<file path="config.mk">
export PLATFORM = sky130hd
export DESIGN_NAME = pwm_capture
export DESIGN_NICKNAME = d
export VERILOG_FILES = /design/src/rtl/pwm_pkg.sv /design/src/rtl/pwm_edge_sync.sv /design/src/rtl/pwm_capture.sv
export SDC_FILE = /design/constraint.sdc
export NUM_CORES = 1
export LEC_CHECK = 0
export ABC_AREA = 1
export CORE_ASPECT_RATIO = 1.75
export CORE_MARGIN = 3
export CORE_UTILIZATION = 59
export CTS_CLUSTER_DIAMETER = 100
export DETAILED_ROUTE_END_ITERATION = 7
export PLACE_DENSITY = 0.93
export REMOVE_ABC_BUFFERS = 1
export SYNTH_ARGS = -nofsm -noshare
export SYNTH_HDL_FRONTEND = slang
export SYNTH_SLANG_ARGS = --single-unit
export TNS_END_PERCENT = 20
</file>
<file path="constraint.sdc">
create_clock -name clk -period 3.73 [get_ports clk]
set_input_delay 0.373 -clock clk [delete_from_list [all_inputs] [get_ports clk]]
set_output_delay 0.373 -clock clk [all_outputs]
set_load 0.005 [all_outputs]
</file>
<file path="src/rtl/pwm_pkg.sv">
// Shared types and constants for the PWM capture block.
// Optional glitch filter is enabled by defining PWM_CAPTURE_FILTER_EN.
package pwm_pkg;

    localparam int DEFAULT_RESOLUTION = 10;

    typedef enum logic [1:0] {
        IDLE = 2'd0,
        HIGH = 2'd1,
        LOW  = 2'd2
    } pwm_cap_state_t;

    // Saturation value of a cnt_w-bit counter; reaching it means no edge arrived in time.
    function automatic int unsigned timeout_cycles(input int unsigned cnt_w);
        return (32'd1 << cnt_w) - 32'd1;
    endfunction

endpackage

</file>
<file path="src/rtl/pwm_edge_sync.sv">
// Synchronizer, optional stability filter (PWM_CAPTURE_FILTER_EN) and edge detector.
// level is the clean input level; rise/fall are single-cycle pulses derived from it.
module pwm_edge_sync #(
    parameter int FILTER_LEN = 4
) (
    input  logic clk,
    input  logic rst,
    input  logic pwm_in,
    output logic level,
    output logic rise,
    output logic fall
);
    logic sync1_q;
    logic sync2_q;
    logic prev_q;
    logic level_w;

    if (FILTER_LEN < 1) begin : g_bad_filter_len
        $error("pwm_edge_sync: FILTER_LEN must be at least 1");
    end

    // NOTE: sequential state uses non-blocking assignments so every flop samples pre-edge values.
    always_ff @(posedge clk or posedge rst) begin
        if (rst) begin
            sync1_q <= 1'b0;
            sync2_q <= 1'b0;
        end else begin
            sync1_q <= pwm_in;
            sync2_q <= sync1_q;
        end
    end

`ifdef PWM_CAPTURE_FILTER_EN
    localparam int FW = $clog2(FILTER_LEN + 1);

    logic [FW-1:0] stable_q;
    logic          filt_q;

    // Follow the synchronized level only after it has differed for FILTER_LEN samples.
    always_ff @(posedge clk or posedge rst) begin
        if (rst) begin
            stable_q <= '0;
            filt_q   <= 1'b0;
        end else if (sync2_q == filt_q) begin
            stable_q <= '0;
        end else if (stable_q == FW'(FILTER_LEN - 1)) begin
            stable_q <= '0;
            filt_q   <= sync2_q;
        end else begin
            stable_q <= stable_q + 1'b1;
        end
    end

    assign level_w = filt_q;
`else
    assign level_w = sync2_q;
`endif

    always_ff @(posedge clk or posedge rst) begin
        if (rst) begin
            prev_q <= 1'b0;
        end else begin
            prev_q <= level_w;
        end
    end

    assign level = level_w;
    assign rise  = level_w & ~prev_q;
    assign fall  = ~level_w & prev_q;

endmodule

</file>
<file path="src/rtl/pwm_capture.sv">
// PWM capture: measures high time and period of an asynchronous PWM input in clk cycles.
// Define PWM_CAPTURE_FILTER_EN to insert the glitch filter ahead of edge detection.
module pwm_capture
    import pwm_pkg::*;
#(
    parameter int RESOLUTION = DEFAULT_RESOLUTION,
    parameter int CNT_W      = RESOLUTION + 2,
    parameter int FILTER_LEN = 4
) (
    input  logic             clk,
    input  logic             rst,
    input  logic             pwm_in,
    output logic [CNT_W-1:0] duty_count,
    output logic [CNT_W-1:0] period_count,
    output logic             meas_valid,
    output logic             no_signal,
    output logic             stuck_level
);
    localparam logic [CNT_W-1:0] CNT_MAX = CNT_W'(timeout_cycles(CNT_W));

    pwm_cap_state_t   state_q, state_d;
    logic [CNT_W-1:0] cnt_q, cnt_d;
    logic [CNT_W-1:0] duty_tmp_q, duty_tmp_d;
    logic [CNT_W-1:0] duty_q, duty_d;
    logic [CNT_W-1:0] period_q, period_d;
    logic             valid_q, valid_d;
    logic             no_sig_q, no_sig_d;
    logic             stuck_q, stuck_d;

    logic level;
    logic rise;
    logic fall;
    logic timeout;
    logic close_meas;

    pwm_edge_sync #(
        .FILTER_LEN(FILTER_LEN)
    ) u_edge_sync (
        .clk   (clk),
        .rst   (rst),
        .pwm_in(pwm_in),
        .level (level),
        .rise  (rise),
        .fall  (fall)
    );

    // Once flagged, an idle saturated counter must not re-trigger and overwrite stuck_level.
    assign timeout    = (cnt_q == CNT_MAX) && ((state_q != IDLE) || !no_sig_q);
    assign close_meas = rise && (state_q != IDLE);

    always_ff @(posedge clk or posedge rst) begin
        if (rst) begin
            state_q <= IDLE;
        end else begin
            state_q <= state_d;
        end
    end

    // NOTE: every combinational output gets a default first so no path infers a latch.
    always_comb begin
        state_d = state_q;
        if (timeout) begin
            state_d = IDLE;
        end else begin
            unique case (state_q)
                IDLE:    if (rise) state_d = HIGH;
                HIGH:    if (fall) state_d = LOW;
                LOW:     if (rise) state_d = HIGH;
                default: state_d = IDLE;
            endcase
        end
    end

    always_comb begin
        cnt_d      = rise ? '0 : ((cnt_q == CNT_MAX) ? cnt_q : cnt_q + 1'b1);
        duty_tmp_d = duty_tmp_q;
        duty_d     = duty_q;
        period_d   = period_q;
        valid_d    = 1'b0;
        no_sig_d   = no_sig_q;
        stuck_d    = stuck_q;
        if (timeout) begin
            no_sig_d = 1'b1;
            stuck_d  = level;
            duty_d   = '0;
            period_d = '0;
        end else begin
            if ((state_q == HIGH) && fall) begin
                duty_tmp_d = cnt_q + 1'b1;
            end
            // A rise while HIGH means a missed fall; it still closes the period.
            if (close_meas) begin
                duty_d   = duty_tmp_q;
                period_d = cnt_q + 1'b1;
                valid_d  = 1'b1;
                no_sig_d = 1'b0;
            end
        end
    end

    always_ff @(posedge clk or posedge rst) begin
        if (rst) begin
            cnt_q      <= '0;
            duty_tmp_q <= '0;
            duty_q     <= '0;
            period_q   <= '0;
            valid_q    <= 1'b0;
            no_sig_q   <= 1'b0;
            stuck_q    <= 1'b0;
        end else begin
            cnt_q      <= cnt_d;
            duty_tmp_q <= duty_tmp_d;
            duty_q     <= duty_d;
            period_q   <= period_d;
            valid_q    <= valid_d;
            no_sig_q   <= no_sig_d;
            stuck_q    <= stuck_d;
        end
    end

    assign duty_count   = duty_q;
    assign period_count = period_q;
    assign meas_valid   = valid_q;
    assign no_signal    = no_sig_q;
    assign stuck_level  = stuck_q;

endmodule

</file>
Word-level counts from Yosys, hierarchy flattened
Index checks and enable logic that the tools add are counted.

Logic and storage cells: 48. Latch bits: 0. Bits of input ports: 3. Memory bits (read-only): 0. Memory bits (writable): 0. Memories kept: 0. Register bits: 56. Output and inout bits: 27.

Mux-type cells: 14. Multiply operators: 0. Divide/modulo/power cells: 0. Order comparisons: 0. Equal/unequal tests: 6. $add $sub $neg: 1. Bitwise operators: 5. Shift-type cells: 0. Reduce and logical (&&, ||, !) cells: 11.

Operator list (number): $mux W12 (6); $add A12 B1 Y12 const B (1); $eq A12 B12 Y1 const B (1); $mux W2 (3); $mux W1 (4); $pmux W2 S2 (1); $reduce_and A2 Y1 (2); $reduce_bool A2 Y1 (2); $logic_and A1 B1 Y1 (3); $ne A3 B1 Y1 const B (1); $ne A3 B3 Y1 const B (1); $not A1 Y1 (3); $and A1 B1 Y1 (2); $eq A2 B1 Y1 const B (1); $eq A2 B2 Y1 const B (1); $logic_not A2 Y1 (1); $ne A2 B2 Y1 const B (1); $reduce_or A2 Y1 (1); $logic_not A1 Y1 (1); $logic_or A1 B1 Y1 (1).

Depth between registers and ports, before layout
Gate-level depths: netlist of run 1.

Depth after elaboration: 5. Mapped depth: 9. Mapped depth without buffers: 8.

Modules after synthesis
Synthesis of run 1 repeated with hierarchy kept, for this count alone.

Cells, all modules: 265. Area total of the unflattened synthesis: 2399.8 um^2.

By module, submodules not included: pwm_capture (cells each 257, instances 1, area an instance 2306.0 um^2); pwm_edge_sync (cells each 8, instances 1, area an instance 93.8 um^2).

Worst setup path after synthesis of run 1
OpenSTA, ideal clock, no wires.

Path type: register -> register. From: reg cnt_q[0]. To: reg duty_q[1] (netlist: duty_count[1]). Cell stages (with the launch flop): 10. Clock period less this slack: 1.484 ns. Setup time: 0.117 ns. Path buffers: 1. Slack: 2.246 ns. Data arrival time: 1.366 ns. Cell sequence: dfrtp_1 > ha_1 > nand2_2 > nor2_8 > nand3_4 > nand2_4 > inv_4 > buf_12 > nand2_1 > nand2_1.

Word-level cells in the longest chain between the ends: 3. Elaborated cells between the ends (all ways): 4.

Ends and longest elaborated chain: from (decl) (RTL line pwm_capture.sv:22) `logic [CNT_W-1:0] cnt_q, cnt_d;`; from (signal assigned) (RTL line pwm_capture.sv:111) `cnt_q <= cnt_d;`; $eq A12 B12 Y1 * (RTL line pwm_capture.sv:48) `assign timeout = (cnt_q == CNT_MAX) && ((state_q != IDLE) || !no_sig_q);`; $logic_and A1 B1 Y1 * (RTL line pwm_capture.sv:48); $mux W12 / $reduce_bool A2 Y1 (equally long branches); to (signal assigned) (RTL line pwm_capture.sv:113) `duty_q <= duty_d;`; to (decl) (RTL line pwm_capture.sv:24) `logic [CNT_W-1:0] duty_q, duty_d;`.

Mark *: on every way between the ends. The rest lies on a longest branch, timed or not. A chain may end at the register's enable or synchronous reset.

Worst setup path after layout of run 1
From: reg cnt_q[0]. To: reg period_q[0] (netlist: period_count[0]).

Word-level cells in the longest chain between the ends: 3. Elaborated cells between the ends (all ways): 6.

Ends and longest elaborated chain: $add A12 B1 Y12 / $eq A12 B12 Y1 (equally long branches) (RTL line pwm_capture.sv:94, pwm_capture.sv:48); $mux W12 / $logic_and A1 B1 Y1 (equally long branches) (RTL line pwm_capture.sv:92, pwm_capture.sv:48); $mux W12 / $reduce_bool A2 Y1 (equally long branches); to (signal assigned) (RTL line pwm_capture.sv:114) `period_q <= period_d;`; to (decl) (RTL line pwm_capture.sv:25) `logic [CNT_W-1:0] period_q, period_d;`.

Parallel ways exist; a longest one is shown, timed or not. The select of a mux whose other input is x is not followed.

==> results of run 1 <==
==> per-stage QoR <==
stage | area [um^2] | worst slack (ns) | hold WS (ns) | instances | utilization (%)
6_report | 2850 | 1.92 | 0.374 | 342 | 72.3
3_3_place_gp | 2760 | 1.99 | 0.345 | 335 | 69.9
3_5_place_dp | 2760 | 1.93 | 0.356 | 335 | 69.9
2_1_floorplan | 2400 | 1.99 | 0.331 | 258 | -
5_1_grt | 2850 | 1.76 | 0.382 | 342 | 72.3
4_1_cts | 2850 | 1.91 | 0.379 | 342 | 72.3
==> cells in the mapped netlist (all sizes together) <==
cell type | count | area [um^2]
nand2 | 103 | 419
dfrtp | 56 | 1400
nand3 | 34 | 195
inv | 19 | 73.8
o21ai | 16 | 80.1
nor2 | 15 | 105
buf | 7 | 62.6
nand4 | 5 | 46.3
xor2 | 5 | 43.8
a21oi | 1 | 5.00
a31oi | 1 | 6.26
ha | 1 | 12.5
nand3b | 1 | 7.51
xnor2 | 1 | 8.76
==> per-layer routing <==
metal  routed length, um  vias to the layer above  part of all wire, %
li1                    -                      902                    -
met1                1860                      934                   38
met2                2700                       53                   55
met3                 208                       15                  4.2
met4                 154                        0                  3.1
met5                   0                        -                    0
==> how the worst max path moves through the flow <==
stage | startpoint | endpoint | slack, ns
6_report | cnt_q[0] | period_count[0] | 1.92
5_1_grt | cnt_q[0] | duty_tmp_q[7] | 1.76
4_1_cts | cnt_q[0] | period_count[0] | 1.91
3_5_place_dp | cnt_q[0] | period_count[0] | 1.93
3_3_place_gp | rst | duty_count[8] | 1.99
2_1_floorplan | rst | cnt_q[0] | 1.99
==> sequential cells by signal (all words and copies together), names as in the netlist <==
name / count
cnt_q: 12
period_count: 12
stuck_level: 1
state_q: 2
duty_count: 12
u_edge_sync.level: 1
duty_tmp_q: 12
u_edge_sync.sync1_q: 1
meas_valid: 1
no_signal: 1
u_edge_sync.prev_q: 1
==> logic make-up (layout without fill, tap and decap cells) <==
group | after synthesis | count (layout) | synth area share [%]
adders and majority gates | 1 | 1 | 0.507
buffers and inverters | 26 | 55 | 5.53
xor gates and xnor gates | 6 | 6 | 2.13
DFF | 56 | 56 | 56.8
and+or+nand+nor | 158 | 158 | 31.3
AOI/OAI and AO/OA | 18 | 18 | 3.70
==> where the power goes <==
group	switching (uW)	internal (uW)	total (uW)
combinational	171	136	307
clock	178	166	344
sequential	61.8	694	756
==> cell type report <==
| type | instances | area, um^2 | share of cell area, % |
|---|---|---|---|
| flip-flops and latches | 56 | 1400 | 49.1 |
| inverters | 19 | 73.8 | 2.59 |
| multi-input cells | 183 | 930 | 32.6 |
| clock buffers | 7 | 96.3 | 3.38 |
| repair buffers | 29 | 290 | 10.2 |
| well taps | 48 | 60.1 | 2.11 |
==> worst register-to-register path, cell delays in order (launching register included) <==
cell and delay, ns:
sky130_fd_sc_hd__dfrtp_1 0.43, sky130_fd_sc_hd__ha_1 0.28, sky130_fd_sc_hd__nand2_2 0.12, sky130_fd_sc_hd__nor2_8 0.13, sky130_fd_sc_hd__nand4_4 0.37, sky130_fd_sc_hd__nand3_1 0.22
sky130_fd_sc_hd__o21ai_0 0.13
==> out/summary.md, run 1 <==
- sky130_fd_sc_hd__nand2_1 — leading cell type in the layout, fill and taps excluded
- 2 — maximum level of the CTS H-tree
- 54.9 um — die boundary width
- 5 — number of detailed-routing iterations run before antenna repair
- complete, no violations — result of the run
- built — TritonCTS clock tree
- 92 x sky130_fd_sc_hd__nand2_1, 56 x sky130_fd_sc_hd__dfrtp_1, 32 x sky130_fd_sc_hd__nand3_1 — most frequent cells in the layout
- ha_1 -> nand2_2 -> nor2_8 -> nand4_4 -> nand3_1 -> o21ai_0 — cells traversed along the worst timing path
- 30 — Boundary Pins
- 0.849 — RD Place Congestion
- simple AND/OR/NAND/NOR gates — cell family with most CP delay
- 1410 uW — post-layout total power
- 0 ns — Setup TNS
- 0.00143 uW — standby leakage power
- 3.37 mm — half-perimeter wire length after detailed placement
- 2470 um^2 — mapped cell area
- 0 — max-capacitance violation count
- 56.8% — portion of the post-synthesis area used by sequential elements
- 91.5 um — chip height
- 0 — post-CTS setup buffer count
- false — setup repair after global routing missed its margin
- 3940 um^2 — placeable core region
- 0 — Min-Delay Path Depth
- 1.92 ns — internal reg-to-reg setup slack
- 291 — fillers
- 0 — number of failing hold endpoints at the final stage
- 14.4 um — routed length per instance
- 30 — number of cell rows
- 0 — antenna-violating nets left
- 28 — maximum fanout along the worst path
- 15.6% — Area growth, synth to finish
- 0.30 ns — clk_lat worst skew
- 22.5% — total track usage
- 3.90 ns — Worst EP required
- u_edge_sync.sync1_q — start point of the worst min-delay path
- 0 — residual DRC count
- 26 — Netlist cell types
- 48.6% — crit share post-route
- 493 nW/um^2 — Pwr Density
- 0.552 GHz — maximum clock frequency
- 1.11 ns — slew at the pin closest to its max-slew limit
- 2 — maximum buffer depth of the clock tree
- 56 — clock tree sinks
- 0 — count of cells resized by post-cts repair
- 0 — hold buffers post-CTS
- 62.6% — starting utilization of the core area
- 0.43 ns — Worst path max stage delay
- 1923 — via count of the first global-routing pass
- 1.81 ns — time the final worst path needs with I/O delays and setup
- 4.76% — met3 usage
- 25.7% — routing usage on met1
- 6 — number of logic stages on the critical path including buffering
- 0 — number of antenna violations at the first check in global routing
- register — category of the worst setup path launch point
- register — Worst Setup End Kind
- 0 — setup violation total in the final timing report
- 6 — depth of the worst register-to-register path
- 5 — total clock buffers created by CTS
- 1.98 ns — WP data arrival
- 29 — total of buffers placed on input and output ports
- 1904 — count of vias placed by the detailed router
- u_edge_sync.level — Hold Path End
- cnt_q[0] — Reg-to-Reg Start
- 4.92 mm — wirelength, routed
- reg2reg — worst hold path type
- 25.6% — worst slew margin relative to its limit
- sky130_fd_sc_hd__clkbuf_8 — library cell used as clock root buffer
- 298 — number of nets in the finished design
- 57 — maximum number of pins on one net before global-route repair
- 0.00440 ns — Max Clock Skew
- 265 — number of cells produced by synthesis
- 0.363 mV — VDD IR-drop max
- 5.57 — detail-routed via count per cell
- 87 — Detailed Route Iter0 Violations
- 9.31 um^2 — Post-Synthesis Mean Instance Area
- 5020 um^2 — die outline area
- 0 — Max Transition Viols Final
- 56 — flip-flop and latch count after synthesis
- 8.35 mm — first-pass GRT wire length
- 10.9% — share of final-layout standard cells stronger than drive strength 1
- 0 — GRT Residual Overflow
- period_count[0] — Worst R2R End
- 0 — Bufs and invs on worst path
- 0 — diode insertion count for antenna repair
- 0.09 ns — clock-pin slew on the worst setup and hold paths
- met2 — GR peak layer
- 0 — Synthesis Warnings
- reg2reg — Critical Setup Path Class
- 37.5% — GR met2 Demand/Resource
- sky130_fd_sc_hd__dfrtp_1 — Slowest-stage cell, CP
No activity file was read; power rests on OpenSTA's default activity.
==> run 2, diff against run 1 <==
- CORE_UTILIZATION: 59 -> 55
- PLACE_DENSITY: 0.93 -> 0.88
- clock period: 3.73 -> 1.7 ns (I/O delays scaled with it)
==> run 2 against run 1 <==
  * Power rose by 120%
  * Via count rose by 0.68%
  * Critical path depth rose by 2
  * Final area rose by 5.0%
  * Sequential share of layout area fell by 2.3 points
  * Core utilization fell by 1.5 points
  * Clock skew rose by 0.0054 ns
  * First-iteration DRC count fell by 45%
==> out/summary.md, run 2 (same netlist as run 1, synthesis figures left out) <==
- complete, no violations — result of the run
- 30 — Boundary Pins, unchanged
- sky130_fd_sc_hd__dfrtp_1 — Slowest-stage cell, CP
- 342 — placed cell count, +2.1%
- 2 — maximum level of the CTS H-tree, unchanged
- 0.918 mV — VDD IR-drop max, +150%
- 0 — setup violation total in the final timing report, unchanged
- 56 — clock tree sinks, unchanged
- 0 — Max Transition Viols Final, unchanged
- 0 — max-capacitance violation count, unchanged
- 1.90 ns — Worst EP required, -2.00 ns
- 0 — GRT Residual Overflow, unchanged
- 4230 um^2 — placeable core region, +7.3%
- 31 — number of cell rows, +3.3%
- 5 — total clock buffers created by CTS, unchanged
- 0.10 ns — clock-pin slew on the worst setup and hold paths, about the same
- 8.75 mm — first-pass GRT wire length, +4.8%
- 23.1% — proportion of power drawn by combinational gates, +1.3 points
- 2 — maximum buffer depth of the clock tree, unchanged
- 359 — final std cells w/o fill, +5.0%
- 21.3% — Area growth, synth to finish
- 1400 um^2 — register area, unchanged
- sky130_fd_sc_hd__nand2_1 — leading cell type in the layout, fill and taps excluded
- 0.0761 ns — setup slack after layout, -1.84 ns
- 1917 — count of vias placed by the detailed router, +0.68%
- 0 — number of failing hold endpoints at the final stage, unchanged
- 5.04 mm — wirelength, routed, +2.5%
- 0 — hold buffers post-CTS, unchanged
- 4 — number of detailed-routing iterations run before antenna repair, -1
- 9 — maximum fanout along the worst path, -68%
- 48 — Detailed Route Iter0 Violations, -45%
- 56.6 um — die boundary width, +3.2%
- 313 — number of nets in the finished design, +5.0%
- 15.5% — share of final-layout standard cells stronger than drive strength 1, +4.6 points
- 0 — number of antenna violations at the first check in global routing, unchanged
- 70.8% — fin util, -1.5 points
- 53.0% — relative contribution of sequential cells to total power, -0.7 points
- sky130_fd_sc_hd__clkbuf_8 — library cell used as clock root buffer
- 2990 um^2 — Non-Filler Cell Area, Final, +5.0%
- 940 um^2 — multi-input combinational cell area, +1.1%
- register — Worst Setup End Kind
- 5.34 — detail-routed via count per cell, -4.1%
- 0.456 ns — slew at the pin closest to its max-slew limit, -0.659 ns
- built — TritonCTS clock tree
- 92 x sky130_fd_sc_hd__nand2_1, 56 x sky130_fd_sc_hd__dfrtp_1, 32 x sky130_fd_sc_hd__nand3_1 — most frequent cells in the layout
- 0.00149 uW — standby leakage power, +4.1%
- 1 — Bufs and invs on worst path, +1
- 933 uW — P_sw, +130%
- 57 — maximum number of pins on one net before global-route repair, unchanged
- 0.616 GHz — maximum clock frequency, +12%
- 58.4% — starting utilization of the core area, -4.2 points
- 1040 nW/um^2 — Pwr Density, +110%
- 94.6 um — chip height, +3.3%
- 23.9% — Clock Power Share, -0.5 points
- 312 — fillers, +7.2%
- 1.62 ns — time the final worst path needs with I/O delays and setup, -0.189 ns
- 1931 — via count of the first global-routing pass, +0.42%
- 0.0443 ns — setup slack after placement, -1.88 ns
- 69.5% — worst slew margin relative to its limit, +44 points
- 95.5% — crit share post-route, +47 points
- 8 — number of logic stages on the critical path including buffering, +2
- reg2reg — Critical Setup Path Class
- simple AND/OR/NAND/NOR gates — cell family with most CP delay
- 29.9% — proportion of total power due to net switching, +0.64 points
- 8 — depth of the worst register-to-register path, +2
- 2810 um^2 — Placed Instance Area, +2.1%
- 0.00980 ns — Max Clock Skew, +0.00540 ns
- 0.30 ns — clk_lat worst skew, about the same
- 0 — diode insertion count for antenna repair, unchanged
- 0 — antenna-violating nets left, unchanged
- 0.850 — RD Place Congestion, about the same
- 5360 um^2 — die outline area, +6.6%
- 20.7% — total track usage, -1.7 points
- in2async — worst hold path type
- 1.83 ns — WP data arrival, -0.15 ns
- register — category of the worst setup path launch point
- 14.0 um — routed length per instance, -2.4%
- 29 — total of buffers placed on input and output ports, unchanged
- ha_1 -> nand2_2 -> nor2_8 -> nand3_4 -> nand3_4 -> clkinvlp_4 -> nand2_1 -> nand2_1 — cells traversed along the worst timing path
- 0.42 ns — Worst path max stage delay, about the same
- 0 — residual DRC count, unchanged
- 3.48 mm — half-perimeter wire length after detailed placement, +3.4%
- 2190 uW — cell internal power dissipation, +120%
## run 2: worst paths after layout
path	from	end	slack (ns)
worst min-delay path	rst	period_count[1]	0.23
worst max register to register	cnt_q[0]	duty_tmp_q[5]	0.08
worst min register to register	u_edge_sync.sync1_q	u_edge_sync.level	0.37
min in group clk	pwm_in	u_edge_sync.sync1_q	0.32
worst max-delay path	cnt_q[0]	duty_tmp_q[5]	0.08
max in group asynchronous	rst	cnt_q[3]	1.23
## run 2: worst reg2reg max path: cells and delay by family, from the launching register on
| family | cells | cell delay [ns] |
|---|---|---|
| adders and majority gates | 1 | 0.20 |
| and+or+nand+nor | 6 | 0.72 |
| buffers and inverters | 1 | 0.18 |
| DFF | 1 | 0.42 |
## run 2: what timing repair did
item | CTS | global route
setup buffers | 0 | 8
resized for setup | 0 | 1
endpoints found under the setup margin | 0 | 7
hold endpoints to repair | 0 | 0
## run 2: metrics by stage
stage / setup TNS [ns] / total power (uW) / hold WS (ns)
floorplan: 0 / 2040 / 0.201
global placement: 0 / 2340 / 0.344
detailed placement: 0 / 2370 / 0.348
CTS: 0 / 3110 / 0.242
global route: -0.177 / 3310 / 0.268
finish: 0 / 3120 / 0.228
## run 2: final cells by class
| class | instances | share of cell area [%] |
|---|---|---|
| multi-input combinational | 184 | 31.4 |
| timing repair buffer | 43 | 14.0 |
| clock inverter | 1 | 0.251 |
| tap | 49 | 2.05 |
| clock buffer | 7 | 2.88 |
| inverter | 19 | 2.59 |
| sequential | 56 | 46.8 |
## run 2: layer usage
layer | up-vias | routed length [um] | GRT usage, %
li1 | 937 | - | -
met5 | - | 0 | 0
met1 | 939 | 1920 | 23.1
met4 | 0 | 106 | 9.70
met3 | 9 | 145 | 3.42
met2 | 32 | 2870 | 37.8
## run 2: power by group through the flow
| stage | Sequential, uW | Combinational, uW | Clock, uW |
|---|---|---|---|
| floorplan | 1670 | 369 | 0 |
| global placement | 1670 | 668 | 0 |
| detailed placement | 1680 | 685 | 0 |
| CTS | 1660 | 691 | 760 |
| global route | 1680 | 814 | 818 |
| finish | 1660 | 721 | 746 |
==> run 3, diff against run 2 <==
- CORE_UTILIZATION: 55 -> 59
- PLACE_DENSITY: 0.88 -> 0.93
- clock period: 1.7 -> 2.1 ns (I/O delays scaled with it)
==> run 3 against run 2 <==
  * Sequential share of layout area is 2.1 points higher
  * Core utilization grew 1.9 points
  * Critical path depth did not move
  * Non-clock buffer count fell by 13
  * Die area decreased by 6.2%
  * Power decreased by 21%
  * First-iteration DRC count fell by 6.3%
  * Cell count fell by 4.2%
  * Register-to-register slack better by 0.24 ns
  * Global-route usage grew 2.6 points
  * Combinational power down 25%
  * Critical path type unchanged
  * Critical endpoint is now duty_tmp_q[10]
==> out/summary.md, run 3 (same netlist as run 1, synthesis figures left out) <==
- 0.562 GHz — maximum clock frequency, -8.8%
- register — category of the worst setup path launch point
- 1.78 ns — time the final worst path needs with I/O delays and setup, +0.156 ns
- 62.6% — starting utilization of the core area, +4.2 points
- 2 — maximum buffer depth of the clock tree, unchanged
- 0 — GRT Residual Overflow, unchanged
- 56 — clock tree sinks, unchanged
- 0.09 ns — clock-pin slew on the worst setup and hold paths, about the same
- sky130_fd_sc_hd__nand2_1 — leading cell type in the layout, fill and taps excluded
- 4 — number of detailed-routing iterations run before antenna repair, unchanged
- 5 — total clock buffers created by CTS, unchanged
- complete, no violations — result of the run
- 1907 — count of vias placed by the detailed router, -0.52%
- 14.3 um — routed length per instance, +1.8%
- register — Worst Setup End Kind
- 0.00380 ns — Max Clock Skew, -0.00600 ns
- 0.31 ns — clk_lat worst skew, about the same
- 16.2% — Area growth, synth to finish
- 3.47 mm — half-perimeter wire length after detailed placement, -0.31%
- 864 nW/um^2 — Pwr Density, -17%
- 0.41 ns — Worst path max stage delay, about the same
- 0 — number of antenna violations at the first check in global routing, unchanged
- 0 — count of cells resized by post-cts repair, unchanged
- 30 — Boundary Pins, unchanged
- 0 — setup violation total in the final timing report, unchanged
- 11.5% — share of final-layout standard cells stronger than drive strength 1, -4.0 points
- in2async — worst hold path type
- 45 — Detailed Route Iter0 Violations, -6.3%
- 2480 uW — post-layout total power, -21%
- 23.3% — total track usage, +2.6 points
- simple AND/OR/NAND/NOR gates — cell family with most CP delay
- 0 — number of failing hold endpoints at the final stage, unchanged
- 0 — antenna-violating nets left, unchanged
- 1.98 ns — WP data arrival, +0.15 ns
- 0 — diode insertion count for antenna repair, unchanged
- 1902 — via count of the first global-routing pass, -1.5%
- 4.92 mm — wirelength, routed, -2.4%
- 92 x sky130_fd_sc_hd__nand2_1, 56 x sky130_fd_sc_hd__dfrtp_1, 32 x sky130_fd_sc_hd__nand3_1 — most frequent cells in the layout
- 0 — post-CTS setup buffer count, unchanged
- 0.441 ns — slew at the pin closest to its max-slew limit, -0.0148 ns
- 0 — max-capacitance violation count, unchanged
- 0.775 mV — VDD IR-drop max, -15%
- 0 — Max Transition Viols Final, unchanged
- 0 — hold buffers post-CTS, unchanged
- 30 — number of cell rows, -3.2%
- 91.5 um — chip height, -3.2%
- 19 — maximum fanout along the worst path, +10
- 0 ns — Setup TNS, unchanged
- 5020 um^2 — die outline area, -6.2%
- 3940 um^2 — placeable core region, -6.8%
- 299 — number of nets in the finished design, -4.5%
- sky130_fd_sc_hd__clkbuf_8 — library cell used as clock root buffer
- 0.32 ns — internal reg-to-reg setup slack, +0.24 ns
- built — TritonCTS clock tree
- 282 — fillers, -9.6%
- 8.54 mm — first-pass GRT wire length, -2.4%
- ha_1 -> nand2_2 -> nor2_8 -> nand3_4 -> nand3_4 -> inv_1 -> nand2_1 -> nand2_1 — cells traversed along the worst timing path
- 0.839 — RD Place Congestion, -1.3%
- 29 — total of buffers placed on input and output ports, unchanged
- 0.00144 uW — standby leakage power, -3.3%
- sky130_fd_sc_hd__dfrtp_1 — Slowest-stage cell, CP
- 2.30 ns — Worst EP required, +0.40 ns
- 54.9 um — die boundary width, -3.1%
- 1 — Bufs and invs on worst path, unchanged
- 84.8% — crit share post-route, -11 points
- 5.54 — detail-routed via count per cell, +3.8%
- 70.6% — worst slew margin relative to its limit, +1.0 points
- 0 — residual DRC count, unchanged
- 57 — maximum number of pins on one net before global-route repair, unchanged
- reg2reg — Critical Setup Path Class
- false — setup repair after global routing missed its margin
- 2 — maximum level of the CTS H-tree, unchanged
==> run 3: path summary, 6_finish.rpt <==
check | from | end | depth (start not counted)
max | cnt_q[0] | duty_tmp_q[10] | 8
min | rst | no_signal | 3
max reg2reg | cnt_q[0] | duty_tmp_q[10] | 8
min reg2reg | u_edge_sync.sync1_q | u_edge_sync.level | 0
max in group asynchronous | rst | cnt_q[8] | 3
min in group clk | pwm_in | u_edge_sync.sync1_q | 1
==> run 3: final cells by class <==
type                            instances  area [um^2]  share of cell area [%]
Clock buffer                            6         82.6                    2.88
Clock inverter                          2         10.0                   0.349
Inverter                               19         73.8                    2.57
Multi-Input combinational cell        183          930                    32.4
Sequential cell                        56         1400                    48.9
Tap cell                               48         60.1                    2.09
Timing Repair Buffer                   30          310                    10.8
==> run 3: where the power goes <==
part	internal, uW	switching [uW]	leakage [uW]
sequential	1230	111	0.000755
combinational	245	297	0.000638
clock	264	329	0.0000510
total	1740	737	0.00144
==> run 3: stage by stage <==
step | hold WS, ns | instances | area, um^2 | setup slack [ns] | utilization, %
5_1_grt | 0.292 | 344 | 2870 | 0.163 | 72.8
4_1_cts | 0.282 | 344 | 2870 | 0.317 | 72.8
3_5_place_dp | 0.350 | 336 | 2780 | 0.330 | 70.4
3_3_place_gp | 0.346 | 336 | 2780 | 0.419 | 70.4
2_1_floorplan | 0.241 | 258 | 2400 | 0.519 | -
6_report | 0.278 | 344 | 2870 | 0.320 | 72.8
==> run 3: worst register-to-register path: cells and delay by family (launching register included) <==
kind                     cells  cell delay, ns
AND/OR/NAND/NOR              6            0.81
flip-flops                   1            0.41
adder cells (fa/ha/maj)      1            0.28
buffers and inverters        1            0.17
==> run 3: routing by layer <==
layer	track usage, %	vias to the layer above	wire length (um)
met4	13.7	0	150
li1	-	902	-
met5	0	-	0
met1	27.2	932	1860
met2	37.4	57	2740
met3	4.93	16	169
